<file path="src/rtl/rtc_bus_pkg.sv">
// rtc_bus_pkg: shared definitions for the RTC multiplexed-bus master.
//   rtc_state_t     - transaction engine phases (fixed 4-bit encoding)
//   DEF_T_*         - default phase lengths in clock cycles
//   RTC_*           - RTC register addresses used by the control FSMs
//   max2()          - elaboration-time helper for sizing the phase counter
package rtc_bus_pkg;

   typedef enum logic [3:0] {
      IDLE = 4'd0,
      ALE  = 4'd1,
      ACS  = 4'd2,
      AWR  = 4'd3,
      AREL = 4'd4,
      TURN = 4'd5,
      DCS  = 4'd6,
      DSTB = 4'd7,
      DREL = 4'd8,
      GAP  = 4'd9
   } rtc_state_t;

   localparam int unsigned DEF_T_ADDR = 5;
   localparam int unsigned DEF_T_TURN = 8;
   localparam int unsigned DEF_T_DATA = 5;
   localparam int unsigned DEF_T_GAP  = 9;

   localparam logic [7:0] RTC_DAY   = 8'h24;
   localparam logic [7:0] RTC_MONTH = 8'h25;
   localparam logic [7:0] RTC_YEAR  = 8'h26;
   localparam logic [7:0] RTC_CTRL  = 8'h00;
   localparam logic [7:0] RTC_XFER  = 8'hF1;

   function automatic int unsigned max2(input int unsigned a, input int unsigned b);
      return (a > b) ? a : b;
   endfunction

endpackage

</file>
<file path="src/rtl/rtc_req_fifo.sv">
// rtc_req_fifo: synchronous request FIFO with flush.
//   clock, reset (async, active-low)
//   push/wdata : write side; ignored when full or when flush is high
//   pop/rdata  : read side; rdata shows the head entry combinationally
//   flush      : empties the FIFO on the next edge
//   full/empty : status from the registered occupancy count
module rtc_req_fifo #(
   parameter int unsigned WIDTH = 17,
   parameter int unsigned DEPTH = 4
) (
   input  logic             clock,
   input  logic             reset,
   input  logic             push,
   input  logic             pop,
   input  logic             flush,
   input  logic [WIDTH-1:0] wdata,
   output logic [WIDTH-1:0] rdata,
   output logic             full,
   output logic             empty
);

   localparam int unsigned PTR_W = $clog2(DEPTH);

   logic [WIDTH-1:0] mem [DEPTH];
   logic [PTR_W-1:0] wr_ptr;
   logic [PTR_W-1:0] rd_ptr;
   logic [PTR_W:0]   count;
   logic             do_push;
   logic             do_pop;

   assign full    = (count == (PTR_W+1)'(DEPTH));
   assign empty   = (count == '0);
   // A push coinciding with flush is discarded; a pop still hands the head
   // to the engine so the transaction it starts is not lost.
   assign do_push = push & ~full & ~flush;
   assign do_pop  = pop & ~empty;
   assign rdata   = mem[rd_ptr];

   always_ff @(posedge clock or negedge reset) begin
      if (!reset) begin
         wr_ptr <= '0;
         rd_ptr <= '0;
         count  <= '0;
      end else if (flush) begin
         wr_ptr <= '0;
         rd_ptr <= '0;
         count  <= '0;
      end else begin
         if (do_push) wr_ptr <= wr_ptr + 1'b1;
         if (do_pop)  rd_ptr <= rd_ptr + 1'b1;
         if (do_push && !do_pop)      count <= count + 1'b1;
         else if (!do_push && do_pop) count <= count - 1'b1;
      end
   end

   always_ff @(posedge clock) begin
      if (do_push) mem[wr_ptr] <= wdata;
   end

endmodule

</file>
<file path="src/rtl/rtc_bus_master.sv">
// rtc_bus_master: request-FIFO driven transaction engine for the RTC's
// multiplexed address/data bus.
//   clock, reset (async, active-low)
//   req_valid/req_ready/req_rnw/req_addr/req_wdata : request push port
//   flush      : discard queued (not yet started) requests
//   rsp_valid/rsp_rdata : read response (one-cycle pulse, data holds)
//   busy       : engine or pin sequence active, or requests queued
//   ad_out/ad_oe/ad_in  : bus drive value, drive enable, sampled value
//   ad, cs, wr, rd      : active-low RTC strobes
module rtc_bus_master
   import rtc_bus_pkg::*;
#(
   parameter int unsigned ADDR_W     = 8,
   parameter int unsigned DATA_W     = 8,
   parameter int unsigned FIFO_DEPTH = 4,
   parameter int unsigned T_ADDR     = DEF_T_ADDR,
   parameter int unsigned T_TURN     = DEF_T_TURN,
   parameter int unsigned T_DATA     = DEF_T_DATA,
   parameter int unsigned T_GAP      = DEF_T_GAP
) (
   input  logic              clock,
   input  logic              reset,
   input  logic              req_valid,
   output logic              req_ready,
   input  logic              req_rnw,
   input  logic [ADDR_W-1:0] req_addr,
   input  logic [DATA_W-1:0] req_wdata,
   input  logic              flush,
   output logic              rsp_valid,
   output logic [DATA_W-1:0] rsp_rdata,
   output logic              busy,
   output logic [ADDR_W-1:0] ad_out,
   output logic              ad_oe,
   input  logic [DATA_W-1:0] ad_in,
   output logic              ad,
   output logic              cs,
   output logic              wr,
   output logic              rd
);

   // AREL needs a reload of 2, so the counter must hold at least 3.
   localparam int unsigned T_MAX = max2(max2(max2(T_ADDR, T_TURN), max2(T_DATA, T_GAP)), 3);
   localparam int unsigned CNT_W = $clog2(T_MAX + 1);
   localparam int unsigned REQ_W = 1 + ADDR_W + DATA_W;

   rtc_state_t        state_q, state_d;
   logic [CNT_W-1:0]  cnt_q, cnt_d;
   logic              txn_rnw_q;
   logic [ADDR_W-1:0] txn_addr_q;
   logic [DATA_W-1:0] txn_wdata_q;

   logic [REQ_W-1:0]  fifo_rdata;
   logic              fifo_full, fifo_empty, pop;

   logic              ad_d, cs_d, wr_d, rd_d, oe_d, phase_d, phase_q;
   logic [ADDR_W-1:0] out_d;
   logic              capture;

   function automatic logic [CNT_W-1:0] reload(input rtc_state_t s);
      case (s)
         AWR:     return CNT_W'(T_ADDR - 1);
         AREL:    return CNT_W'(2);
         TURN:    return CNT_W'(T_TURN - 1);
         DSTB:    return CNT_W'(T_DATA - 1);
         DREL:    return CNT_W'(1);
         GAP:     return CNT_W'(T_GAP - 1);
         default: return '0;
      endcase
   endfunction

   function automatic rtc_state_t succ(input rtc_state_t s);
      case (s)
         ALE:     return ACS;
         ACS:     return AWR;
         AWR:     return AREL;
         AREL:    return TURN;
         TURN:    return DCS;
         DCS:     return DSTB;
         DSTB:    return DREL;
         DREL:    return GAP;
         default: return IDLE;
      endcase
   endfunction

   rtc_req_fifo #(
      .WIDTH (REQ_W),
      .DEPTH (FIFO_DEPTH)
   ) u_fifo (
      .clock (clock),
      .reset (reset),
      .push  (req_valid),
      .pop   (pop),
      .flush (flush),
      .wdata ({req_rnw, req_addr, req_wdata}),
      .rdata (fifo_rdata),
      .full  (fifo_full),
      .empty (fifo_empty)
   );

   assign req_ready = ~fifo_full;
   assign pop       = (state_q == IDLE) & ~fifo_empty;
   // phase_q covers the extra cycle the registered pins lag the state.
   assign busy      = (state_q != IDLE) | ~fifo_empty | phase_q;

   always_comb begin
      state_d = state_q;
      cnt_d   = cnt_q;
      if (state_q == IDLE) begin
         if (!fifo_empty) begin
            state_d = ALE;
            cnt_d   = reload(ALE);
         end
      end else if (cnt_q == '0) begin
         state_d = succ(state_q);
         cnt_d   = reload(succ(state_q));
      end else begin
         cnt_d = cnt_q - 1'b1;
      end
   end

   // Pin values are decoded from the current state and registered, so every
   // pin changes one cycle after the state it belongs to.
   always_comb begin
      ad_d    = 1'b1;
      cs_d    = 1'b1;
      wr_d    = 1'b1;
      rd_d    = 1'b1;
      oe_d    = 1'b0;
      out_d   = '1;
      phase_d = (state_q != IDLE);
      case (state_q)
         ALE: ad_d = 1'b0;
         ACS: begin
            ad_d = 1'b0;
            cs_d = 1'b0;
         end
         AWR: begin
            ad_d  = 1'b0;
            cs_d  = 1'b0;
            wr_d  = 1'b0;
            oe_d  = 1'b1;
            out_d = txn_addr_q;
         end
         AREL: begin
            oe_d  = 1'b1;
            out_d = txn_addr_q;
            ad_d  = (cnt_q == '0);
            cs_d  = (cnt_q != CNT_W'(2));
         end
         TURN: oe_d = ~txn_rnw_q;
         DCS: begin
            cs_d = 1'b0;
            oe_d = ~txn_rnw_q;
         end
         DSTB: begin
            cs_d = 1'b0;
            if (txn_rnw_q) begin
               rd_d = 1'b0;
            end else begin
               wr_d  = 1'b0;
               oe_d  = 1'b1;
               out_d = ADDR_W'(txn_wdata_q);
            end
         end
         DREL: begin
            cs_d = (cnt_q == '0);
            // Write data is held through the release for hold time.
            if (!txn_rnw_q) begin
               oe_d  = 1'b1;
               out_d = ADDR_W'(txn_wdata_q);
            end
         end
         default: ;
      endcase
   end

   // First DREL state cycle is the last DSTB cycle on the pins.
   assign capture = txn_rnw_q & (state_q == DREL) & (cnt_q == CNT_W'(1));

   always_ff @(posedge clock or negedge reset) begin
      if (!reset) begin
         state_q     <= IDLE;
         cnt_q       <= '0;
         txn_rnw_q   <= 1'b0;
         txn_addr_q  <= '0;
         txn_wdata_q <= '0;
         ad          <= 1'b1;
         cs          <= 1'b1;
         wr          <= 1'b1;
         rd          <= 1'b1;
         ad_oe       <= 1'b0;
         ad_out      <= '1;
         phase_q     <= 1'b0;
         rsp_valid   <= 1'b0;
         rsp_rdata   <= '0;
      end else begin
         state_q <= state_d;
         cnt_q   <= cnt_d;
         if (pop) begin
            {txn_rnw_q, txn_addr_q, txn_wdata_q} <= fifo_rdata;
         end
         ad        <= ad_d;
         cs        <= cs_d;
         wr        <= wr_d;
         rd        <= rd_d;
         ad_oe     <= oe_d;
         ad_out    <= out_d;
         phase_q   <= phase_d;
         rsp_valid <= capture;
         if (capture) rsp_rdata <= ad_in;
      end
   end

endmodule

</file>
<file path="config.mk">
export PLATFORM = sky130hd
export DESIGN_NAME = rtc_bus_master
export DESIGN_NICKNAME = d
export VERILOG_FILES = /design/src/rtl/rtc_bus_pkg.sv /design/src/rtl/rtc_req_fifo.sv /design/src/rtl/rtc_bus_master.sv
export SDC_FILE = /design/constraint.sdc
export NUM_CORES = 1
export LEC_CHECK = 0
export ABC_AREA = 1
export BUFFER_PORTS_ARGS = -buffer_cell sky130_fd_sc_hd__buf_4
export CORE_MARGIN = 4
export CORE_UTILIZATION = 59
export CTS_CLUSTER_SIZE = 10
export DETAILED_ROUTE_END_ITERATION = 8
export PLACE_DENSITY_LB_ADDON = 0.3
export SETUP_SLACK_MARGIN = 0.15
export SKIP_CTS_REPAIR_TIMING = 1
export SLEW_MARGIN = 30
export SYNTH_ARGS = -nofsm -noshare
export SYNTH_HDL_FRONTEND = slang
export SYNTH_HIERARCHICAL = 1
export SYNTH_SLANG_ARGS = --single-unit
</file>
<file path="constraint.sdc">
create_clock -name clock -period 3 [get_ports clock]
set_clock_uncertainty 0.15 [all_clocks]
set_input_delay 0.45 -clock clock [delete_from_list [all_inputs] [get_ports clock]]
set_output_delay 0.45 -clock clock [all_outputs]
set_load 0.01 [all_outputs]
</file>
==> qor.csv <==
metric;value;unit
p_leak;2.81;nW
worstPathArrival;2.10;ns
min_period;2.70;ns
syn-cell-area;5300;µm²
ys_ff_latch;123;
yosysWarnings;6;
grt-ovfl-total;0;
place_congestion;0.949;
whs_endpoint;rsp_rdata[2];
wl_per_cell;15.9;µm
grt_pass1_wl;17400;µm
finalPower;6.44;mW
critPathMaxFanout;7;
core;8720;µm²
synthesis.nets;529;
die_w;103;µm
drive_gt1_share;23.1;%
power_density;974;nW/µm²
drt-total-wl;11000;µm
rr_startpoint;state_q[0];
nets;615;
grt_antenna_before_repair;0;
hpwl;6600;µm
max_freq;371;MHz
slew_violations;0;
grt_max_degree;56;
portBuffers;52;
viasPerCell;5.49;
final_antenna_net_count;0;
cp_data_required_time;2.40;ns
grt_pass1_vias;3693;
vdd_drop_max;0.512;mV
grt_usage;21.9;%
first_iter_violations;147;
synth_ff_type;edfxtp_1;
whs_path_depth;3;
drc;0;
reg2reg_slack;0.48;ns
cts_tree;built;
htreeDepth;4;
critical_path_class;flop to primary output;
path_clk_slew;0.06;ns
hold_viol_final;2;
firstDrtPassIters;5;
start_util;60.7;%
ios;53;
rr_endpoint;u_fifo/count[2];
period_share;89.9;%
synthArstFlopShare;44.7;%
finalHoldWorstSlack;-0.0228;ns
clk_latency;0.52;ns
hold_path_class;input pin to flop;
rsz0062_at_grt;false;
vias;3803;
tightest_slew;0.656;ns
avgSynthCellArea;10.9;µm²
die_y;103;µm
slew_headroom;56.3;%
violations;hold timing;
rows;34;
clk_path_buf_depth;2;
netlist_instances;486;
root_buffer;clkbuf_8;
endpoint_kind;primary output;
cts_buffers;17;
ys_types;34;
fin_setup_tns;0;ns
clock_sinks;123;
hp-start;ad_in[2];
seq_area_frac_synth;64.8;%
die-area;10600;µm²
area_growth;24.9;%
r2r.worst_path.cells;13;
timing.max_cap.violations;0;
diodes;0;
synth_edf_count;68;
fillers;534;
outcome;finished with violations;
final-setup-viol-count;0;
start_kind;flop;
==> metal layers <==
metal / part of all wire (%) / track usage [%] / wire length (µm) / up-vias
met5: 0 / 0 / 0 / -
met4: 0.94 / 7.47 / 103 / 0
met3: 5.5 / 5.55 / 603 / 11
met2: 53 / 36.3 / 5810 / 127
met1: 41 / 28.3 / 4470 / 1848
li1: - / - / - / 1817
==> area by class of cell <==
type / instances / area, µm² / area share (%)
Timing Repair Buffer: 82 / 676 / 10.2
Clock inverter: 15 / 190 / 2.88
Multi-Input combinational cell: 310 / 1620 / 24.4
Inverter: 38 / 149 / 2.25
Clock buffer: 17 / 414 / 6.26
Tap cell: 108 / 135 / 2.04
Sequential cell: 123 / 3430 / 51.9
==> report_power, final <==
part           total, mW  switching, mW  internal (mW)
Combinational       1.98           1.28          0.704
Sequential          2.41          0.224           2.18
Clock               2.05          0.771           1.28
Total               6.44           2.27           4.17
==> cell usage after synthesis, types with 2 or more instances <==
cell type  number  share of area (%)
buf_2           6               0.57
xnor2_1         3               0.50
nand3_2         4               0.76
inv_1          27                1.9
nor2_1         44                3.1
clkbuf_1        5               0.35
nand3_1        19                1.8
edfxtp_1       68                 39
nor3_1          2               0.19
nor2_4          3               0.64
o22ai_1        22                2.6
buf_6           3               0.64
o21ai_1         2               0.19
inv_2           9               0.64
a21oi_1         6               0.57
nor2_2          4               0.47
dfstp_2        12                6.0
nand2_4         5                1.1
ha_1           13                3.1
nand2_2         4               0.47
nand2_1       122                8.6
o21ai_0        49                4.6
dfrtp_1        43                 20
==> layout by cell type (no fill, tap or decap) <==
cell           Yosys  routed
buf_4              0      58
a21oi_2            1       1
ha_1              13      13
clkinv_2           1       1
nor3_1             2       2
o22ai_1           22      22
o21ai_0           49      49
inv_2              9       9
nand3_2            4       4
or2_1              1       1
nor2_2             4       4
dfstp_2           12      12
nand3_4            1       1
nand2_4            5       5
o21bai_1           1       1
clkinv_1           0       1
inv_6              1       5
dfrtp_1           43      43
nand4_4            1       1
inv_1             27      27
nor2_4             3       3
bufinv_16          0       3
fa_1               1       1
dlygate4sd3_1      0      24
clkbuf_8           0       1
xnor2_1            3       3
inv_8              0       1
edfxtp_1          68      68
nand2_2            4       4
o211ai_1           1       1
o21ai_1            2       2
clkinv_4           0       4
nand4_1            1       1
nand3_1           19      19
clkbuf_16          0      16
nor2_1            44      44
a21oi_1            6       6
nand2_1          122     122
clkinvlp_4         0       2
==> flip-flops by register name, indices dropped and copies added (netlist names) <==
| signal | count |
|---|---|
| rsp_valid | 1 |
| ad | 1 |
| wr | 1 |
| state_q | 4 |
| rsp_rdata | 8 |
| u_fifo/rd_ptr | 2 |
| cs | 1 |
| phase_q | 1 |
| u_fifo/count | 3 |
| u_fifo/mem | 68 |
| rd | 1 |
| txn_rnw_q | 1 |
| txn_wdata_q | 8 |
| txn_addr_q | 8 |
| ad_oe | 1 |
| u_fifo/wr_ptr | 2 |
| ad_out | 8 |
| cnt_q | 4 |
==> how the worst max path moves through the flow <==
stage                          start              end  slack [ns]  cells after the start
after global routing      state_q[0]             busy        0.21                      7
after global placement    state_q[0]  u_fifo/count[2]        0.71                     13
final                     state_q[0]             busy        0.30                      7
after detailed placement  state_q[0]  u_fifo/count[2]        0.58                     13
after floorplan           state_q[0]  u_fifo/count[2]        0.56                     15
after CTS                 state_q[0]             busy        0.31                      7
==> worst max-delay path: stages (launching register included) <==
cell and delay, ns:
dfrtp_1 0.42, inv_1 0.15, ha_1 0.29, nand2_4 0.12, nor2_2 0.18, inv_1 0.08
or2_1 0.21, buf_4 0.14
==> cell families (layout without fill, tap and decap cells) <==
logic type | after synthesis | in the layout | synth area share (%)
adder cells (fa/ha/maj) | 14 | 14 | 3.45
flip-flops | 123 | 123 | 64.8
AO/OA/AOI/OAI | 82 | 82 | 8.44
buffers and inverters | 53 | 152 | 4.65
XOR/XNOR | 3 | 3 | 0.496
AND/OR/NAND/NOR | 211 | 211 | 18.1
==> through the flow <==
| step | cells | cell area [µm²] | util (%) | hold WS [ns] | worst slack (ns) |
|---|---|---|---|---|---|
| 2_1_floorplan | 486 | 5300 | - | 0.00441 | 0.558 |
| 3_3_place_gp | 637 | 5770 | 66.1 | 0.299 | 0.708 |
| 3_5_place_dp | 637 | 5770 | 66.1 | 0.305 | 0.579 |
| 4_1_cts | 669 | 6370 | 73.1 | -0.166 | 0.306 |
| 5_1_grt | 693 | 6610 | 75.8 | -0.0170 | 0.207 |
| 6_report | 693 | 6610 | 75.8 | -0.0228 | 0.302 |
Power figures use the tool's default switching activity.
